===== src/rtl/uc_pkg.sv =====
// Shared types and encodings for the multi-cycle RV64I control unit.
// The TRAP state exists only when UC_TRAP_EN is defined.
package uc_pkg;

    typedef enum logic [2:0] {
        IDLE   = 3'd0,
        FETCH  = 3'd1,
        DECODE = 3'd2,
        EXEC   = 3'd3,
        MEM    = 3'd4,
        WB     = 3'd5
`ifdef UC_TRAP_EN
        ,
        TRAP   = 3'd6
`endif
    } state_t;

    typedef enum logic [2:0] {
        CL_R,
        CL_I,
        CL_LD,
        CL_ST,
        CL_BR,
        CL_JAL,
        CL_ILL
    } instr_class_t;

    localparam logic [6:0] OP_R   = 7'b0110011;
    localparam logic [6:0] OP_I   = 7'b0010011;
    localparam logic [6:0] OP_LD  = 7'b0000011;
    localparam logic [6:0] OP_ST  = 7'b0100011;
    localparam logic [6:0] OP_BR  = 7'b1100011;
    localparam logic [6:0] OP_JAL = 7'b1101111;

    localparam logic [1:0] ALU_ADD = 2'b00;
    localparam logic [1:0] ALU_SUB = 2'b01;

    localparam logic [1:0] WB_ALU = 2'b00;
    localparam logic [1:0] WB_MEM = 2'b01;
    localparam logic [1:0] WB_PC4 = 2'b10;

endpackage


===== src/rtl/uc_decode.sv =====
// Combinational instruction classifier: opcode/funct7[5] to instruction class
// and the ALU operand/operation selects used from EXEC onwards.
module uc_decode
    import uc_pkg::*;
(
    input  logic [6:0]   opcode,
    input  logic         funct7_5,
    output instr_class_t iclass,
    output logic         alu_src,
    output logic [1:0]   soma_ou_subtrai
);

    always_comb begin
        iclass          = CL_ILL;
        alu_src         = 1'b0;
        soma_ou_subtrai = ALU_ADD;
        case (opcode)
            OP_R: begin
                iclass = CL_R;
                if (funct7_5) soma_ou_subtrai = ALU_SUB;
            end
            OP_I: begin
                iclass  = CL_I;
                alu_src = 1'b1;
            end
            OP_LD: begin
                iclass  = CL_LD;
                alu_src = 1'b1;
            end
            OP_ST: begin
                iclass  = CL_ST;
                alu_src = 1'b1;
            end
            OP_BR: begin
                iclass          = CL_BR;
                soma_ou_subtrai = ALU_SUB;
            end
            OP_JAL:  iclass = CL_JAL;
            default: iclass = CL_ILL;
        endcase
    end

endmodule


===== src/rtl/uc_multiciclo.sv =====
// Multi-cycle control FSM sequencing the RV64I datapath with handshaked memories.
// Optional UC_TRAP_EN: illegal opcodes lock into TRAP instead of executing as NOP.
//
// state  | meaning
// IDLE   | post-reset, one cycle with all outputs low
// FETCH  | imem_req held until imem_ack; IR loaded on the ack cycle
// DECODE | IR fields settle through the decoder
// EXEC   | ALU operates; branches and NOPs update PC here
// MEM    | dmem_req held until dmem_ack
// WB     | register write and PC update
// TRAP   | illegal instruction, held until reset (UC_TRAP_EN only)
module uc_multiciclo
    import uc_pkg::*;
#(
    parameter int PC_INC = 4
) (
    input  logic       clk,
    input  logic       reset,
    input  logic [6:0] opcode,
    input  logic [2:0] funct3,
    input  logic [6:0] funct7,
    input  logic       zero,
    input  logic       imem_ack,
    input  logic       dmem_ack,
    output logic       imem_req,
    output logic       ir_we,
    output logic       pc_we,
    output logic       pc_src,
    output logic       alu_src,
    output logic [1:0] soma_ou_subtrai,
    output logic       dmem_req,
    output logic       dmem_we,
    output logic       rf_we,
    output logic [1:0] wb_sel,
    output logic       trap
);

    localparam logic [7:0] PC_INC_B = 8'(PC_INC);

    state_t       state, state_next;
    instr_class_t iclass;
    logic         dec_alu_src;
    logic [1:0]   dec_soma;

    // funct3 is reserved for future access-width decode; the PC adder lives in the datapath
    logic unused_fields;
    assign unused_fields = ^{funct3, funct7[6], funct7[4:0], PC_INC_B};

    uc_decode u_decode (
        .opcode          (opcode),
        .funct7_5        (funct7[5]),
        .iclass          (iclass),
        .alu_src         (dec_alu_src),
        .soma_ou_subtrai (dec_soma)
    );

    always_ff @(posedge clk or posedge reset) begin
        if (reset) state <= IDLE;
        else       state <= state_next;
    end

    always_comb begin
        state_next      = state;
        imem_req        = 1'b0;
        ir_we           = 1'b0;
        pc_we           = 1'b0;
        pc_src          = 1'b0;
        alu_src         = 1'b0;
        soma_ou_subtrai = ALU_ADD;
        dmem_req        = 1'b0;
        dmem_we         = 1'b0;
        rf_we           = 1'b0;
        wb_sel          = WB_ALU;
        trap            = 1'b0;
        case (state)
            IDLE: state_next = FETCH;
            FETCH: begin
                imem_req = 1'b1;
                if (imem_ack) begin
                    ir_we      = 1'b1;
                    state_next = DECODE;
                end
            end
            DECODE: begin
`ifdef UC_TRAP_EN
                state_next = (iclass == CL_ILL) ? TRAP : EXEC;
`else
                state_next = EXEC;
`endif
            end
            EXEC: begin
                alu_src         = dec_alu_src;
                soma_ou_subtrai = dec_soma;
                case (iclass)
                    CL_BR: begin
                        pc_we      = 1'b1;
                        pc_src     = zero;
                        state_next = FETCH;
                    end
                    CL_ILL: begin
                        pc_we      = 1'b1;
                        state_next = FETCH;
                    end
                    CL_LD, CL_ST: state_next = MEM;
                    default:      state_next = WB;
                endcase
            end
            MEM: begin
                alu_src         = dec_alu_src;
                soma_ou_subtrai = dec_soma;
                dmem_req        = 1'b1;
                dmem_we         = (iclass == CL_ST);
                if (dmem_ack) begin
                    if (iclass == CL_ST) begin
                        pc_we      = 1'b1;
                        state_next = FETCH;
                    end else begin
                        state_next = WB;
                    end
                end
            end
            WB: begin
                alu_src         = dec_alu_src;
                soma_ou_subtrai = dec_soma;
                rf_we           = 1'b1;
                pc_we           = 1'b1;
                pc_src          = (iclass == CL_JAL);
                if (iclass == CL_LD)       wb_sel = WB_MEM;
                else if (iclass == CL_JAL) wb_sel = WB_PC4;
                else                       wb_sel = WB_ALU;
                state_next = FETCH;
            end
`ifdef UC_TRAP_EN
            TRAP: trap = 1'b1;
`endif
            default: state_next = IDLE;
        endcase
    end

endmodule


===== config.mk =====
export PLATFORM = sky130hd
export DESIGN_NAME = uc_multiciclo
export DESIGN_NICKNAME = d
export VERILOG_FILES = /design/src/rtl/uc_pkg.sv /design/src/rtl/uc_decode.sv /design/src/rtl/uc_multiciclo.sv
export SDC_FILE = /design/constraint.sdc
export NUM_CORES = 1
export LEC_CHECK = 0
export BUFFER_PORTS_ARGS = -buffer_cell sky130_fd_sc_hd__buf_2
export CAP_MARGIN = 0
export CORE_MARGIN = 2
export CORE_UTILIZATION = 25
export DETAILED_ROUTE_END_ITERATION = 16
export SLEW_MARGIN = 40
export SYNTH_ARGS = -nofsm -noshare
export SYNTH_HDL_FRONTEND = slang
export SYNTH_HIERARCHICAL = 1
export SYNTH_SLANG_ARGS = --single-unit
export TNS_END_PERCENT = 10

===== constraint.sdc =====
create_clock -name clk -period 2.55 [get_ports clk]
set_input_delay 0.255 -clock clk [delete_from_list [all_inputs] [get_ports clk]]
set_output_delay 0.255 -clock clk [all_outputs]
set_load 0.05 [all_outputs]

# Yosys cells after proc, flatten, opt, wreduce, memory -nomap -nowiden
# Cells that the tools add are included.
[totals] register_bits=3 inputBits=22 out_inout_bits=13 word_cells=52
[classes] reduce_logical=7 muxes=26 eq_ne=18
[ops] operator="case mux 3 bit (6 select lines)" n=1
[ops] operator="== test 3 bit, second input constant" n=5
[ops] operator="case mux 3 bit (5 select lines)" n=1
[ops] operator="== test 7 x 6 -> 1 bit, second input constant" n=2
[ops] operator="== test 7 bit, second input constant" n=2
[ops] operator="two-way mux 1 bit" n=13
[ops] operator="== test 3 x 2 -> 1 bit, second input constant" n=4
[ops] operator="two-way mux 3 bit" n=3
[ops] operator="two-way mux 2 bit" n=4
[ops] operator="== test 7 x 2 -> 1 bit, second input constant" n=1
[ops] operator="== test 7 x 5 -> 1 bit, second input constant" n=1
[ops] operator="case mux 3 bit (2 select lines)" n=1
[ops] operator="OR reduction 2 bit" n=3
[ops] operator="OR reduction 3 bit" n=2
[ops] operator="!= test 2 bit, second input constant" n=2
[ops] operator="case mux 2 bit (2 select lines)" n=1
[ops] operator="== test 3 x 1 -> 1 bit, second input constant" n=1
[ops] operator="logical NOT 3 bit" n=1
[ops] operator="case mux 1 bit (3 select lines)" n=1
[ops] operator="case mux 1 bit (2 select lines)" n=1
[ops] operator="AND reduction 2 bit" n=1

# Longest topological paths before layout
[depth] ltp_word=6 mapped_depth=6 mapped_depth_nobuf=6

# By module
# Netlist, hierarchy kept.
[by_module_without_submodules] mod="uc_multiciclo" seq_area_each_um2=75.1 area_per_inst_um2=302.8 n_inst=1 cells_per_inst=37
[by_module_without_submodules] mod="uc_decode" seq_area_each_um2=0.0 area_per_inst_um2=120.1 n_inst=1 cells_per_inst=19

# Least setup slack after synthesis
# OpenSTA, ideal clock, no wires.
[synth_path] kind="input port to output port" startpoint="input opcode[6]" endpoint="output pc_src" t_arrival_ns=2.554 required_time_ns=2.295 path_slack_ns=-0.259 stages=5 n_path_buf=0 path_cell_list="nor3_2 > o21ai_1 > a21oi_1 > a21oi_1 > nor4bb_1"
[synth_between] elab_chain_cells=5 elab_cells_between_ends=11 cone_classes="8 x eq/ne; 3 x mux"
[synth_rtl] element="start: declaration" line_no="uc_multiciclo.sv:19" rtl="input logic [6:0] opcode,"
[synth_rtl] element="== test 7 bit, or another cell as far along" line_no="uc_decode.sv:17" rtl="case (opcode)"
[synth_rtl] element="case mux 3 bit (6 select lines) (*)" line_no="uc_decode.sv:17"
[synth_rtl] element="net iclass[0]" line_no="uc_multiciclo.sv:41" rtl="instr_class_t iclass;"
[synth_rtl] element="== test 3 bit" line_no="uc_multiciclo.sv:94" rtl="case (iclass)"
[synth_rtl] element="two-way mux 1 bit" line_no="uc_multiciclo.sv:94"
[synth_rtl] element="case mux 1 bit (2 select lines) (*)" line_no="uc_multiciclo.sv:75" rtl="case (state)"
[synth_rtl] element="end: declaration" line_no="uc_multiciclo.sv:28" rtl="output logic pc_src,"
# Mark *: on every way through the listed nets, which the timed path passes. The rest lies on a longest branch.

# Final worst setup path
# Ends and elaborated chain as after synthesis.

==> metrics.cfg <==
[outcome]
status = complete, no violations

[layout]
biggestRegsByFlops = state x3
largest_register_ffs = 3
design_area_um2 = 569
drive_above_1_share_pct = 37.5
final_cells = 96
nNetsFinal = 103
final_util_pct = 36.9
regMostFlops = state
antenna_cells = 0
area_growth_pct = 34.6

[timing]
setup_viol = 0
max_slew_margin_pct = 37.8
grt_setup_unrepaired = no
setup_tns_ns = 0
finalHoldViolCount = 0
timing.final.crit_period_ns = 2.13
holdWs_ns = 0.369
drv_slew = 0
worst-slew-pin-transition_ns = 0.931
fin_crit_sh_pct = 83.7
skew_ns = 0.00142
fmax_mhz = 469
fin_ws_ns = 0.416

[worst_setup_path]
cp.arrival_ns = 1.88
startpoint_type = input pin
critPathMaxFanout = 8
path_cells = buf_2 > nor3_2 > o21ai_1 > a21oi_1 > a21oi_1 > nor4bb_2 > buf_2
worst_path_max_delay_cell = a21oi_1
worstSetupPathType = input pin to output pin
cp-end-kind = output pin
worstPathRequired_ns = 2.30
critPathMaxStageDelay_ns = 0.41

[synthesis]
synthesis.area_um2 = 423
synth_top_area_cell = dfrtp_1
synthCells = 56
synth-edff-count = 0
synth_top_area_share_pct = 17.8
yosys_register_bits = 3
yosys_warnings = 6
synth-main-ff-cell = dfrtp_1
async_reset_ff_share_pct = 100
syn_nets = 78
syn_avg_cell_area_um2 = 7.55
yosysUniqueCellTypes = 31
synth_area_leaders = dfrtp_1, nor2b_1, a32o_1
synth_seq_area_share_pct = 17.8

[floorplanning]
rows = 14
dieWidth_um = 45.1
die_h_um = 45.1
dieArea_um2 = 2040
core_um2 = 1540
ioPinCount = 35
initial_core_util_pct = 27.4

[clock_tree]
h-tree-depth = 1
cts.clk_slew.worst_paths_ns = 0.04
cts_root_buf = clkbuf_4
cts_made_buffers = 3
clockBufferDepth = 2
cts_tree = done
clk_latency_ns = 0.23
clock_sinks = 3

[routing]
drc = 0
ant_nets = 0
vias = 475
drt_pass1_iterations = 4
via_per_inst = 4.95
wire_per_inst_um = 10.5
dr.first_iter.drc_count = 20
postRouteWirelength_mm = 1.01

[placed_design]
dpl.cell_count = 91
hpwlAfterDp_um = 812
dp_slack_ns = 0.400
place_area_um2 = 533
io_buffers = 23
place_congestion = 0.690

[flow_run]
cap_violations = 0

[grt]
groute.layer.met1.usage_pct = 13.7
first_global_vias = 398
grt_max_degree = 11
track_usage_pct = 11.1
use_met3_pct = 6.40
busiest_layer = met2
antenna_found_initial = 0
grt_pass1_wl_mm = 1.65
use_met2_pct = 16.3
grt_overflow_total = 0

[pwr]
power_mw = 0.398
ir_drop_v = 0.000217
p_leak_nw = 0.299
p_per_area_nw_per_um2 = 700

[min_path]
min_path_type = input pin to flip-flop

==> critical path, delay by kind of cell <==
family	cells	cell delay [ns]
AO/OA/AOI/OAI	3	0.66
AND/OR/NAND/NOR	2	0.54
buffers and inverters	2	0.43
==> cells by family after synthesis <==
| family | Yosys count | share of synthesized area [%] |
|---|---|---|
| simple gates | 31 | 47.3 |
| compound gates | 12 | 19.2 |
| buf+inv | 6 | 9.17 |
| flops | 3 | 17.8 |
| other cells | 2 | 1.78 |
| xor+xnor | 1 | 2.07 |
| mux | 1 | 2.66 |
==> metal layers <==
layer / share of wire [%] / wire length [um] / vias up
li1: - / - / 247
met1: 44 / 446 / 208
met2: 44 / 450 / 20
met3: 11 / 115 / 0
met4: 0 / 0 / 0
met5: 0 / 0 / -
==> power breakdown <==
part,switching (mW),internal (mW)
registers,0.0313,0.0610
clock network,0.0241,0.0586
logic,0.154,0.0693
==> layout by cell type, fill, tap and decap left out <==
| cell | instances |
|---|---|
| o21ai_1 | 2 |
| nor4bb_2 | 1 |
| nor4bb_1 | 1 |
| nor3_1 | 2 |
| a31oi_1 | 1 |
| nand3_1 | 2 |
| xnor2_1 | 1 |
| nor2_1 | 3 |
| nand2_1 | 2 |
| dlygate4sd3_1 | 1 |
| and4b_1 | 1 |
| a32o_1 | 2 |
| nand3b_1 | 2 |
| dfrtp_1 | 3 |
| mux2_2 | 1 |
| nand4b_1 | 1 |
| nor2b_1 | 7 |
| and3_1 | 3 |
| a21oi_2 | 1 |
| and3b_1 | 1 |
| inv_1 | 2 |
| buf_2 | 23 |
| nand2b_1 | 2 |
| o21ai_0 | 1 |
| a221oi_1 | 1 |
| clkbuf_4 | 3 |
| a21o_1 | 1 |
| clkbuf_1 | 1 |
| a21oi_1 | 3 |
| conb_1 | 2 |
| nor3_2 | 1 |
| and2_1 | 1 |
| and2b_1 | 1 |
==> area by class of cell <==
type | instances | area, um^2
flip-flops and latches | 3 | 75.1
clock buffers | 4 | 26.3
well taps | 16 | 20.0
fillers | 171 | 972
repair buffers | 24 | 125
inverters | 2 | 7.51
multi-input cells | 47 | 315
==> cells in the mapped netlist (3+ instances only) <==
cell and number:
a21oi_1 3, nor2_1 3, and3_1 3, nor2b_1 7
dfrtp_1 3
==> worst paths after layout <==
path                                 startpoint              endpoint  slack (ns)  cells after the start
max                                   opcode[6]                pc_src        0.42                      7
min                                    dmem_ack  state[0]$_DFFE_PP0P_        0.37                      3
max reg2reg                state[1]$_DFFE_PP0P_  state[2]$_DFFE_PP0P_        1.46                      2
min reg2reg                state[2]$_DFFE_PP0P_  state[1]$_DFFE_PP0P_        0.58                      1
max in group asynchronous                 reset  state[0]$_DFFE_PP0P_        1.99                      3
min in group asynchronous                 reset  state[1]$_DFFE_PP0P_        0.43                      3
==> repair_timing <==
item	CTS	global route
resized for setup	0	0
setup buffers	0	0
hold buffers	1	0
endpoints found under the hold margin	3	0
Note: power is estimated with default switching activity, not from simulation.
